`config.mk`:
```
export PLATFORM = sky130hd
export DESIGN_NAME = writeback_stage_flat
export DESIGN_NICKNAME = d
export VERILOG_FILES = /design/src/rtl/writeback_if.sv /design/src/rtl/writeback_stage.sv /design/src/flat_wrapper.sv
export SDC_FILE = /design/constraint.sdc
export NUM_CORES = 1
export LEC_CHECK = 0
export ABC_AREA = 1
export CORE_MARGIN = 10
export CORE_UTILIZATION = 51
export CTS_CLUSTER_DIAMETER = 100
export DETAILED_ROUTE_END_ITERATION = 8
export PLACE_DENSITY = 0.93
export SLEW_MARGIN = 5
export SYNTH_ARGS = -nofsm -noshare
export SYNTH_HDL_FRONTEND = slang
export SYNTH_SLANG_ARGS = --single-unit
export TNS_END_PERCENT = 20
```
`constraint.sdc`:
```
create_clock -name clk -period 2.5 [get_ports clk]
set_input_delay 0.5 -clock clk [delete_from_list [all_inputs] [get_ports clk]]
set_output_delay 0.5 -clock clk [all_outputs]
set_load 0.05 [all_outputs]
```
`src/rtl/writeback_if.sv`:
```
// MEM/WB boundary bundle: memory-stage inputs, register-file writeback, hazard and console handshake.
// The slave modport is the writeback stage; the master modport is its surrounding pipeline/console.
interface writeback_if #(
    parameter int unsigned DATA_W = 32,
    parameter int unsigned REG_W  = 5
) ();
    logic              stall_w;
    logic              flush_w;
    logic              RegWriteM;
    logic              MemtoRegM;
    logic              syscallM;
    logic [DATA_W-1:0] RD;
    logic [DATA_W-1:0] ALUOutM;
    logic [REG_W-1:0]  WriteRegM;
    logic [DATA_W-1:0] v0M;
    logic [DATA_W-1:0] a0M;
    logic              cons_ready;

    logic              RegWriteW;
    logic [REG_W-1:0]  WriteRegW;
    logic [DATA_W-1:0] ResultW;
    logic              sys_stall;
    logic              cons_valid;
    logic [DATA_W-1:0] cons_data;
    logic              cons_is_char;
    logic              halted;

    modport slave (
        input  stall_w, flush_w, RegWriteM, MemtoRegM, syscallM, RD, ALUOutM,
               WriteRegM, v0M, a0M, cons_ready,
        output RegWriteW, WriteRegW, ResultW, sys_stall, cons_valid, cons_data,
               cons_is_char, halted
    );

    modport master (
        output stall_w, flush_w, RegWriteM, MemtoRegM, syscallM, RD, ALUOutM,
               WriteRegM, v0M, a0M, cons_ready,
        input  RegWriteW, WriteRegW, ResultW, sys_stall, cons_valid, cons_data,
               cons_is_char, halted
    );
endinterface

```
`src/rtl/writeback_stage.sv`:
```
// MEM/WB pipeline register and writeback stage; retires print/exit syscalls through a
// console handshake and freezes the pipeline while a syscall is in progress.
module writeback_stage #(
    parameter int unsigned DATA_W    = 32,
    parameter int unsigned REG_W     = 5,
    parameter int unsigned SYS_PINT  = 1,
    parameter int unsigned SYS_EXIT  = 10,
    parameter int unsigned SYS_PCHAR = 11
) (
    input  logic     clk,
    input  logic     rst_n,
    writeback_if.slave wb
);
    typedef enum logic [1:0] {ST_IDLE, ST_EMIT, ST_HALT} state_e;

    state_e            state_q, state_d;
    logic              reg_write_q, mem_to_reg_q, syscall_q, sys_done_q, sys_done_d;
    logic [DATA_W-1:0] rd_q, alu_out_q, v0_q, a0_q;
    logic [REG_W-1:0]  write_reg_q;

    logic is_pint, is_pchar, is_exit, is_print;
    logic sys_stall, cons_valid, halted, handshake, w_load;

    assign is_pint  = (v0_q == DATA_W'(SYS_PINT));
    assign is_pchar = (v0_q == DATA_W'(SYS_PCHAR));
    assign is_exit  = (v0_q == DATA_W'(SYS_EXIT));
    assign is_print = is_pint | is_pchar;

    // FSM state register
    always_ff @(posedge clk) begin
        if (!rst_n) state_q <= ST_IDLE;
        else        state_q <= state_d;
    end

    // FSM next-state
    always_comb begin
        state_d = state_q;
        case (state_q)
            ST_IDLE: begin
                if (syscall_q && is_exit)                      state_d = ST_HALT;
                else if (syscall_q && !sys_done_q && is_print) state_d = ST_EMIT;
            end
            ST_EMIT: if (wb.cons_ready) state_d = ST_IDLE;
            ST_HALT: state_d = ST_HALT;
            default: state_d = ST_IDLE;
        endcase
    end

    // FSM outputs; the exit syscall also freezes the pipeline in its detect cycle
    always_comb begin
        sys_stall  = 1'b0;
        cons_valid = 1'b0;
        halted     = 1'b0;
        handshake  = 1'b0;
        case (state_q)
            ST_IDLE: sys_stall = syscall_q && (is_exit || (!sys_done_q && is_print));
            ST_EMIT: begin
                cons_valid = 1'b1;
                handshake  = wb.cons_ready;
                sys_stall  = !wb.cons_ready;
            end
            ST_HALT: begin
                halted    = 1'b1;
                sys_stall = 1'b1;
            end
            default: ;
        endcase
    end

    assign w_load = !halted && !sys_stall && !wb.stall_w;

    // A retired syscall stays retired until different contents enter W
    always_comb begin
        sys_done_d = sys_done_q;
        if (w_load)         sys_done_d = 1'b0;
        else if (handshake) sys_done_d = 1'b1;
    end

    // W pipeline register
    always_ff @(posedge clk) begin
        if (!rst_n) begin
            reg_write_q  <= 1'b0;
            mem_to_reg_q <= 1'b0;
            syscall_q    <= 1'b0;
            rd_q         <= '0;
            alu_out_q    <= '0;
            write_reg_q  <= '0;
            v0_q         <= '0;
            a0_q         <= '0;
            sys_done_q   <= 1'b0;
        end else begin
            sys_done_q <= sys_done_d;
            if (w_load) begin
                if (wb.flush_w) begin
                    reg_write_q  <= 1'b0;
                    mem_to_reg_q <= 1'b0;
                    syscall_q    <= 1'b0;
                    rd_q         <= '0;
                    alu_out_q    <= '0;
                    write_reg_q  <= '0;
                    v0_q         <= '0;
                    a0_q         <= '0;
                end else begin
                    reg_write_q  <= wb.RegWriteM;
                    mem_to_reg_q <= wb.MemtoRegM;
                    syscall_q    <= wb.syscallM;
                    rd_q         <= wb.RD;
                    alu_out_q    <= wb.ALUOutM;
                    write_reg_q  <= wb.WriteRegM;
                    v0_q         <= wb.v0M;
                    a0_q         <= wb.a0M;
                end
            end
        end
    end

    assign wb.RegWriteW    = reg_write_q & ~halted;
    assign wb.WriteRegW    = write_reg_q;
    assign wb.ResultW      = mem_to_reg_q ? rd_q : alu_out_q;
    assign wb.sys_stall    = sys_stall;
    assign wb.cons_valid   = cons_valid;
    assign wb.cons_is_char = cons_valid & is_pchar;
    assign wb.cons_data    = !cons_valid ? '0 : (is_pchar ? DATA_W'(a0_q[7:0]) : a0_q);
    assign wb.halted       = halted;
endmodule

```
`src/flat_wrapper.sv`:
```
// flat-port wrapper written by rule: the top's interface ports become plain ports
module writeback_stage_flat 
#(
    parameter int unsigned DATA_W    = 32,
    parameter int unsigned REG_W     = 5,
    parameter int unsigned SYS_PINT  = 1,
    parameter int unsigned SYS_EXIT  = 10,
    parameter int unsigned SYS_PCHAR = 11
)
  (clk, rst_n, wb_stall_w, wb_flush_w, wb_RegWriteM, wb_MemtoRegM, wb_syscallM, wb_RD, wb_ALUOutM, wb_WriteRegM, wb_v0M, wb_a0M, wb_cons_ready, wb_RegWriteW, wb_WriteRegW, wb_ResultW, wb_sys_stall, wb_cons_valid, wb_cons_data, wb_cons_is_char, wb_halted);
  writeback_if #(.DATA_W(DATA_W), .REG_W(REG_W)) wb_i ();
  input  logic clk;
  input  logic rst_n;
  input wire logic [$bits(wb_i.stall_w)-1:0] wb_stall_w;
  input wire logic [$bits(wb_i.flush_w)-1:0] wb_flush_w;
  input wire logic [$bits(wb_i.RegWriteM)-1:0] wb_RegWriteM;
  input wire logic [$bits(wb_i.MemtoRegM)-1:0] wb_MemtoRegM;
  input wire logic [$bits(wb_i.syscallM)-1:0] wb_syscallM;
  input wire logic [$bits(wb_i.RD)-1:0] wb_RD;
  input wire logic [$bits(wb_i.ALUOutM)-1:0] wb_ALUOutM;
  input wire logic [$bits(wb_i.WriteRegM)-1:0] wb_WriteRegM;
  input wire logic [$bits(wb_i.v0M)-1:0] wb_v0M;
  input wire logic [$bits(wb_i.a0M)-1:0] wb_a0M;
  input wire logic [$bits(wb_i.cons_ready)-1:0] wb_cons_ready;
  output wire logic [$bits(wb_i.RegWriteW)-1:0] wb_RegWriteW;
  output wire logic [$bits(wb_i.WriteRegW)-1:0] wb_WriteRegW;
  output wire logic [$bits(wb_i.ResultW)-1:0] wb_ResultW;
  output wire logic [$bits(wb_i.sys_stall)-1:0] wb_sys_stall;
  output wire logic [$bits(wb_i.cons_valid)-1:0] wb_cons_valid;
  output wire logic [$bits(wb_i.cons_data)-1:0] wb_cons_data;
  output wire logic [$bits(wb_i.cons_is_char)-1:0] wb_cons_is_char;
  output wire logic [$bits(wb_i.halted)-1:0] wb_halted;
  assign wb_i.stall_w = wb_stall_w;
  assign wb_i.flush_w = wb_flush_w;
  assign wb_i.RegWriteM = wb_RegWriteM;
  assign wb_i.MemtoRegM = wb_MemtoRegM;
  assign wb_i.syscallM = wb_syscallM;
  assign wb_i.RD = wb_RD;
  assign wb_i.ALUOutM = wb_ALUOutM;
  assign wb_i.WriteRegM = wb_WriteRegM;
  assign wb_i.v0M = wb_v0M;
  assign wb_i.a0M = wb_a0M;
  assign wb_i.cons_ready = wb_cons_ready;
  assign wb_RegWriteW = wb_i.RegWriteW;
  assign wb_WriteRegW = wb_i.WriteRegW;
  assign wb_ResultW = wb_i.ResultW;
  assign wb_sys_stall = wb_i.sys_stall;
  assign wb_cons_valid = wb_i.cons_valid;
  assign wb_cons_data = wb_i.cons_data;
  assign wb_cons_is_char = wb_i.cons_is_char;
  assign wb_halted = wb_i.halted;
  writeback_stage #(.DATA_W(DATA_W), .REG_W(REG_W), .SYS_PINT(SYS_PINT), .SYS_EXIT(SYS_EXIT), .SYS_PCHAR(SYS_PCHAR)) u_core (.clk(clk), .rst_n(rst_n), .wb(wb_i));
endmodule
```
==> impl_results.md, run 1 <==
- Outcome: finished, final reports clean
- TritonCTS Buffers: 17
- Worst min-delay path category: flop to flop
- Antenna violations before repair: 0
- Port bufs: between 200 and 250
- Largest family of logic cells by synthesized area: simple AND/OR/NAND/NOR gates
- Max VDD drop: approximately 520 uV
- Syn Nets: ~1200
- Layout Skew: between 0.008 and 0.009 ns
- Distinct cell type count after synthesis: 21
- Vias in the first global route: 7085
- Largest net degree at the start of global routing: 91
- CP max stage delay: 0.34 ns
- Post-synthesis mux area share: 0%
- Async S/R FF share, synth: 0%
- Worst path buffer plus inverter count: 3
- Sequential-to-total area share from yosys stat: slightly above 40%
- PD cells: about 620 nW/um^2
- Synthesis-stage register bit count: 139
- Post-DP HPWL: 14.54 mm
- H-tree levels: 4
- Total track usage: between 20 and 25%
- Mapped Avg Cell Area: between 6 and 7 sq um
- Global-route wire length before repair: ~35 mm
- Via count: 7454
- Fmax: between 400 and 500 MHz
- Complex-gate fraction of the synthesized area: under 10%
- Crit-path cells: inv_1, nor2_1, nand2_1, nor2_1, nand2_1, nor2_4, buf_6, nor2_1, buf_4
- Fin crit period: around 2.4 ns
- Worst Path Max Fanout: 12
- Final WL: 21.72 mm
- Final setup vio count: 0
- Initial DRC Count: 522
- Area Overhead vs Synth: 46.44%
- Chip width: ~140 um
- Post-route cell area: 9966 sq um
- Total gr overflow: 0
- Relative slew slack: 64.56%
- Clk root buf: clkbuf_16
- Synth Area in Simple Gates: 44.60%
- CP Capture Type: output port
- Critical path class: flop to output port
- Antenna cell count: 0
- Vias per cell: slightly above 5
- DRC: 0
- Clk sink count: between 100 and 150
- Initial Utilization: about half
- Max_cap viols: 0
- First drt pass iteration count: 5
- Synthesized area: 6805 sq um
- Fin nets: roughly 1400
- Clock slew at reported path FFs: 0.06 ns
- Clk_lat worst skew: 0.42 ns
- CP Launch Type: flop
- P_leak: 0.004720 uW
- Share of cells above drive strength 1: slightly above 10%
- Final Hold Fails: 0
- WP data arrival: between 1.5 and 2 ns
- CTS tree: yes
- Fill cells: 954
- Wirelength per Cell: between 10 and 15 um
- Slowest cell on the critical path: dfxtp_1
- CTS max path bufs: 2
- Std cell rows: 42
- Worst Max-Slew Pin Slew: 0.5338 ns
- EDFF count, synth: 0
- Core Box Area: roughly 13000 sq um
- Post-route ant nets: 0
- I/O Pins: 215
- Leading area contributor after synthesis: dfxtp_1
- Adder-cell share of the synthesized area: 0%
- Cell mode on critical path: nor2_1
- Die Span Y: ~140 um
- Commonest cells post-synth: 434 x nand2_1, 147 x nor2_1, 139 x dfxtp_1
- WP data required: ~2.0 ns
- Core Util, Final: 75.86%
- Hold buffers post-CTS: 0
- Cell family contributing the most delay on the critical path: simple AND/OR/NAND/NOR gates
- Yosys warns: 0
- Final setup TNS: 0 ns
- Count leader, synth: nand2_1
- Max-slew violations: 0
- Ys flop type: dfxtp_1
- Yosys top cell area share: between 40% and 50%
- Final period util: a little over nine tenths
- Mapped Cells: roughly 1100
- Gp weighted congestion: slightly below 0.9
- Die area: ~18000 sq um
- Dpl cell area: 9271 sq um
- Xor-xnor portion of the synthesized cell area: 0%
- Area contributors post-synth: dfxtp_1 41%, nand2_1 24%, nand4_1 8.5%
power breakdown:
group,switching (uW),internal [uW],leakage (uW)
logic,578,513,0.00326
clock network,942,1740,0.000312
registers,54.7,2340,0.00114
total,1570,4590,0.00472
layer usage:
layer | part of all wire [%] | track usage (%)
met5 | 0 | 0
met4 | 3.2 | 10.59
met3 | 8.9 | 7.196
met2 | 48 | 37.44
met1 | 40 | 26.90
logic make-up (layout without fill, tap and decap cells):
family | Yosys count | in the layout
AOI/OAI and AO/OA | 36 | 36
buffers and inverters | 190 | 374
DFF | 139 | 139
and+or+nand+nor | 726 | 726
worst paths after layout:
path / start / end / slack [ns] / cells past startpoint
hold reg to reg: u_core.sys_done_q$_SDFFE_PP0P_ / u_core.sys_done_q$_SDFFE_PP0P_ / 0.45 / 2
setup reg to reg: u_core.state_q[1]$_SDFFE_PN0P_ / u_core.alu_out_q[15]$_SDFFE_PN0P_ / 0.46 / 10
hold / removal: u_core.sys_done_q$_SDFFE_PP0P_ / u_core.sys_done_q$_SDFFE_PP0P_ / 0.45 / 2
setup / recovery: u_core.v0_q[3]$_SDFFE_PN0P_ / wb_cons_data[24] / 0.13 / 9
worst reg2reg max path, stage by stage (launching register included):
cell	delay [ns]
dfxtp_1	0.31
inv_1	0.12
nand2_2	0.18
or2_1	0.29
o21ai_0	0.11
inv_2	0.16
nand3_4	0.20
buf_4	0.31
nand2_1	0.11
nand2_1	0.08
nor2_1	0.04
registers in the layout (all words and copies together) (netlist names):
signal,count
u_core.state_q,2
u_core.mem_to_reg_q,1
u_core.alu_out_q,32
u_core.wb.WriteRegW,5
u_core.syscall_q,1
u_core.a0_q,32
u_core.rd_q,32
u_core.reg_write_q,1
u_core.sys_done_q,1
u_core.v0_q,32
cells in the final DEF (no fill, tap or decap), types with 2 or more instances in the layout:
cell type	count
nand2_1	431
dfxtp_1	138
buf_6	2
clkinvlp_4	2
inv_1	102
clkbuf_8	3
a21oi_1	2
o21ai_0	33
buf_12	40
clkbuf_16	17
inv_2	4
nand2_2	3
buf_4	38
nor2_2	4
nand3_1	48
dlygate4sd2_1	7
clkinv_2	6
nor2_1	141
nor2_4	2
clkdlybuf4s50_1	146
bufinv_16	4
nand4_1	92
per-stage QoR:
step	std cells	hold WS (ns)	worst slack, ns	total power [uW]
after floorplan	1091	0.4211	-0.1773	2999
after global placement	1417	0.4328	0.2726	3490
after detailed placement	1417	0.4425	0.2109	3516
after CTS	1449	0.4510	0.08107	6202
after global routing	1451	0.4852	-0.01840	6413
final	1451	0.4493	0.1314	6168
final cells by class:
class / instances / area [sq um] / area share [%]
Clock inverter: 12 / 168.9 / 1.695
Sequential cell: 139 / 2784 / 27.93
Clock buffer: 20 / 466.7 / 4.683
Inverter: 107 / 402.9 / 4.043
Timing Repair Buffer: 235 / 2651 / 26.60
Tap cell: 176 / 220.2 / 2.210
Multi-Input combinational cell: 762 / 3272 / 32.83
what timing repair did:
item,in CTS,in global routing
gates resized for setup,9,15
endpoints found under the setup margin,26,25
pin swaps,0,1
cloned,0,1
setup buffers,0,1
Note: power is estimated with default switching activity, not from simulation.
==> run 2: changes to the inputs <==
--- a/config.mk
+++ b/config.mk
@@ -6,7 +6,7 @@
 export NUM_CORES = 1
 export LEC_CHECK = 0
 export ABC_AREA = 1
-export CORE_MARGIN = 10
+export ABC_CLOCK_PERIOD_IN_PS = 2500
 export CORE_UTILIZATION = 51
 export CTS_CLUSTER_DIAMETER = 100
 export DETAILED_ROUTE_END_ITERATION = 8
==> run 2 against run 1 <==
Clock power rose by 5%. Final area fell by 3.8%. First-iteration DRC count rose by 7.1%. Via count fell by 0.58%. Die area fell by 25%. Register-to-register slack got worse by 0.15 ns. Flip-flop and latch count did not move. Routed wire length fell by 11%. Worst setup slack got worse by 0.073 ns. Largest cell class unchanged.
==> impl_results.md, run 2 (synthesis gave the netlist of run 1 again) <==
- Outcome: finished, final reports clean
- Critical path class: flop to output port
- Dpl cell area: 8851 sq um
- Final setup vio count: 0
- Max_cap viols: 0
- CTS tree: yes
- Vias in the first global route: just under 7000
- Final WL: about 19 mm
- CTS max path bufs: 2
- CP Depth: 9
- Initial Utilization: between 50% and 60%
- Worst Max-Slew Pin Slew: 0.5495 ns
- Relative slew slack: between 60% and 70%
- Fill cells: between 900 and 1000
- Worst min-delay path category: input pin to flop
- Most frequent cells in the layout: 431 x nand2_1, 148 x clkdlybuf4s50_1, 144 x nor2_1, 138 x dfxtp_1, 102 x inv_1
- Post-route cell area: between 9000 and 10000 sq um
- Register share of total power: about 39%
- Antenna violations before repair: 0
- WP data arrival: about 1.9 ns
- Total track usage: between 20% and 30%
- Die area: around 14000 sq um
- Slowest cell on the critical path: dfxtp_1
- Post-route ant nets: 0
- Initial DRC Count: about 560
- Fin nets: between 1000 and 1500
- Switching pwr: 1535 uW
- Crit-path cells: inv_1, nor2_1, nand2_1, nor2_1, nand2_2, nor2_4, buf_12, nor2_1, buf_4
- Cell family contributing the most delay on the critical path: simple AND/OR/NAND/NOR gates
- Chip width: approximately 120 um
- Internal Power: 4646 uW
- Via count: around 7400
- Max-slew violations: 0
- Fin crit period: 2.442 ns
- Std cell rows: 41
- Final period util: 97.68%
- WP data required: around 2.0 ns
- Hold Path Stages: 3
- Switch share: around a quarter
- Total gr overflow: 0
- Reg-to-reg slack, setup: 0.31 ns
- Clock share of power: a little under half
- Clk_lat worst skew: around 0.42 ns
- CP Capture Type: output port
- Hold buffers post-CTS: 0
- DP Cell Count: ~1400
- Cell mode on critical path: nor2_1
- Clk root buf: clkbuf_16
- P_leak: around 0.0046 uW
- Post-DP HPWL: 12.25 mm
- Wirelength per Cell: around 13 um
- DRC: 0
- RR Startpoint: u_core.v0_q[29]$_SDFFE_PN0P_
- CP Launch Type: flop
- Worst Path Max Fanout: 24
- Layout Skew: roughly 0.0063 ns
- Reg2reg path depth: 14
- Multi-input logic area: between 3000 and 4000 sq um
- TritonCTS Buffers: 17
- Share of cells above drive strength 1: under 10%
- PD cells: ~640 nW/um^2
- Antenna cell count: 0
- Setup crit start: u_core.v0_q[3]$_SDFFE_PN0P_
- Fmax: between 400 and 500 MHz
- Post-Layout Cell Count: 1445
- Clk sink count: ~140
- Critical Path Sink: wb_cons_data[13]
- H-tree levels: 4
- Reg2Reg Capture Point: u_core.alu_out_q[2]$_SDFFE_PN0P_
- Clock slew at reported path FFs: 0.06 ns
- Global-route wire length before repair: around 32 mm
- Area Overhead vs Synth: 40.87%
- CP max stage delay: roughly 0.35 ns
- Die Span Y: 117.5 um
- Total power draw: between 6000 and 7000 uW
- Most common cell after layout, fill and taps aside: nand2_1
- Final Hold Fails: 0
- Largest net degree at the start of global routing: between 70 and 80
- Sequential cell area: roughly 2800 sq um
- Core Util, Final: 74.75%
- I/O Pins: 215
- Port bufs: about 210
- Vias per cell: ~5.1
- First drt pass iteration count: 7
- Max VDD drop: between 500 and 600 uV
- Worst path buffer plus inverter count: 3
- Comb power frac: ~16%
- Gp weighted congestion: approximately 0.78
- Core Box Area: ~13000 sq um
## run 2: cell count changes in the layout (fill, tap and decap cells not counted), moves of 2 or more
| cell | change |
|---|---|
| buf_12 | -31 |
| buf_4 | +27 |
| clkinv_2 | -4 |
| nor2_1 | +3 |
| nor2_2 | -3 |
| bufinv_16 | +2 |
| clkbuf_8 | -2 |
| clkdlybuf4s50_1 | +2 |
| clkinvlp_4 | +2 |
## run 2: metal layers
metal | up-vias | GRT usage [%] | part of all wire [%]
li1 | 3724 | - | -
met1 | 3369 | 33.82 | 41
met2 | 286 | 49.04 | 51
met3 | 32 | 6.444 | 6.5
met4 | 0 | 9.696 | 2.0
met5 | - | 0 | 0
## run 2: through the flow
stage	worst slack (ns)	TNS, ns	hold slack [ns]
after floorplan	-0.1773	-1.418	0.4211
after global placement	0.3126	0	0.4386
after detailed placement	0.2841	0	0.4371
after CTS	0.05099	0	0.3987
after global routing	-0.08275	-0.1264	0.4151
final	0.05795	0	0.4051
## run 2: worst min-delay path by stage
stage | from | endpoint | slack [ns]
2_1_floorplan | u_core.sys_done_q$_SDFFE_PP0P_ | u_core.sys_done_q$_SDFFE_PP0P_ | 0.42
3_3_place_gp | u_core.sys_done_q$_SDFFE_PP0P_ | u_core.sys_done_q$_SDFFE_PP0P_ | 0.44
3_5_place_dp | u_core.sys_done_q$_SDFFE_PP0P_ | u_core.sys_done_q$_SDFFE_PP0P_ | 0.44
4_1_cts | rst_n | u_core.a0_q[22]$_SDFFE_PN0P_ | 0.40
5_1_grt | rst_n | u_core.mem_to_reg_q$_SDFFE_PN0P_ | 0.42
6_report | rst_n | u_core.a0_q[22]$_SDFFE_PN0P_ | 0.41
## run 2: tightest hold or removal path, stage by stage
cell and delay [ns]:
buf_2 0.14, nand3_1 0.09, nand2_1 0.05
## run 2: repair_timing
action | in CTS | in global routing
endpoints found under the hold margin | 0 | 0
pin swaps | 0 | 1
setup buffers | 0 | 4
endpoints found under the setup margin | 31 | 26
gates resized for setup | 11 | 10
## run 2: layout make-up
class                      count  area share [%]
multi-input combinational    762           34.05
sequential                   139           29.04
timing repair buffer         234           23.56
clock buffer                  19           4.620
inverter                     107           4.190
clock inverter                12           2.297
tap                          172           2.245
## run 2: power groups by stage
stage | combinational, uW | sequential, uW | clock (uW)
after floorplan | 562 | 2440 | 0
after global placement | 938 | 2430 | 0
after detailed placement | 954 | 2440 | 0
after CTS | 964 | 2390 | 2850
after global routing | 1060 | 2410 | 2960
final | 967 | 2400 | 2820
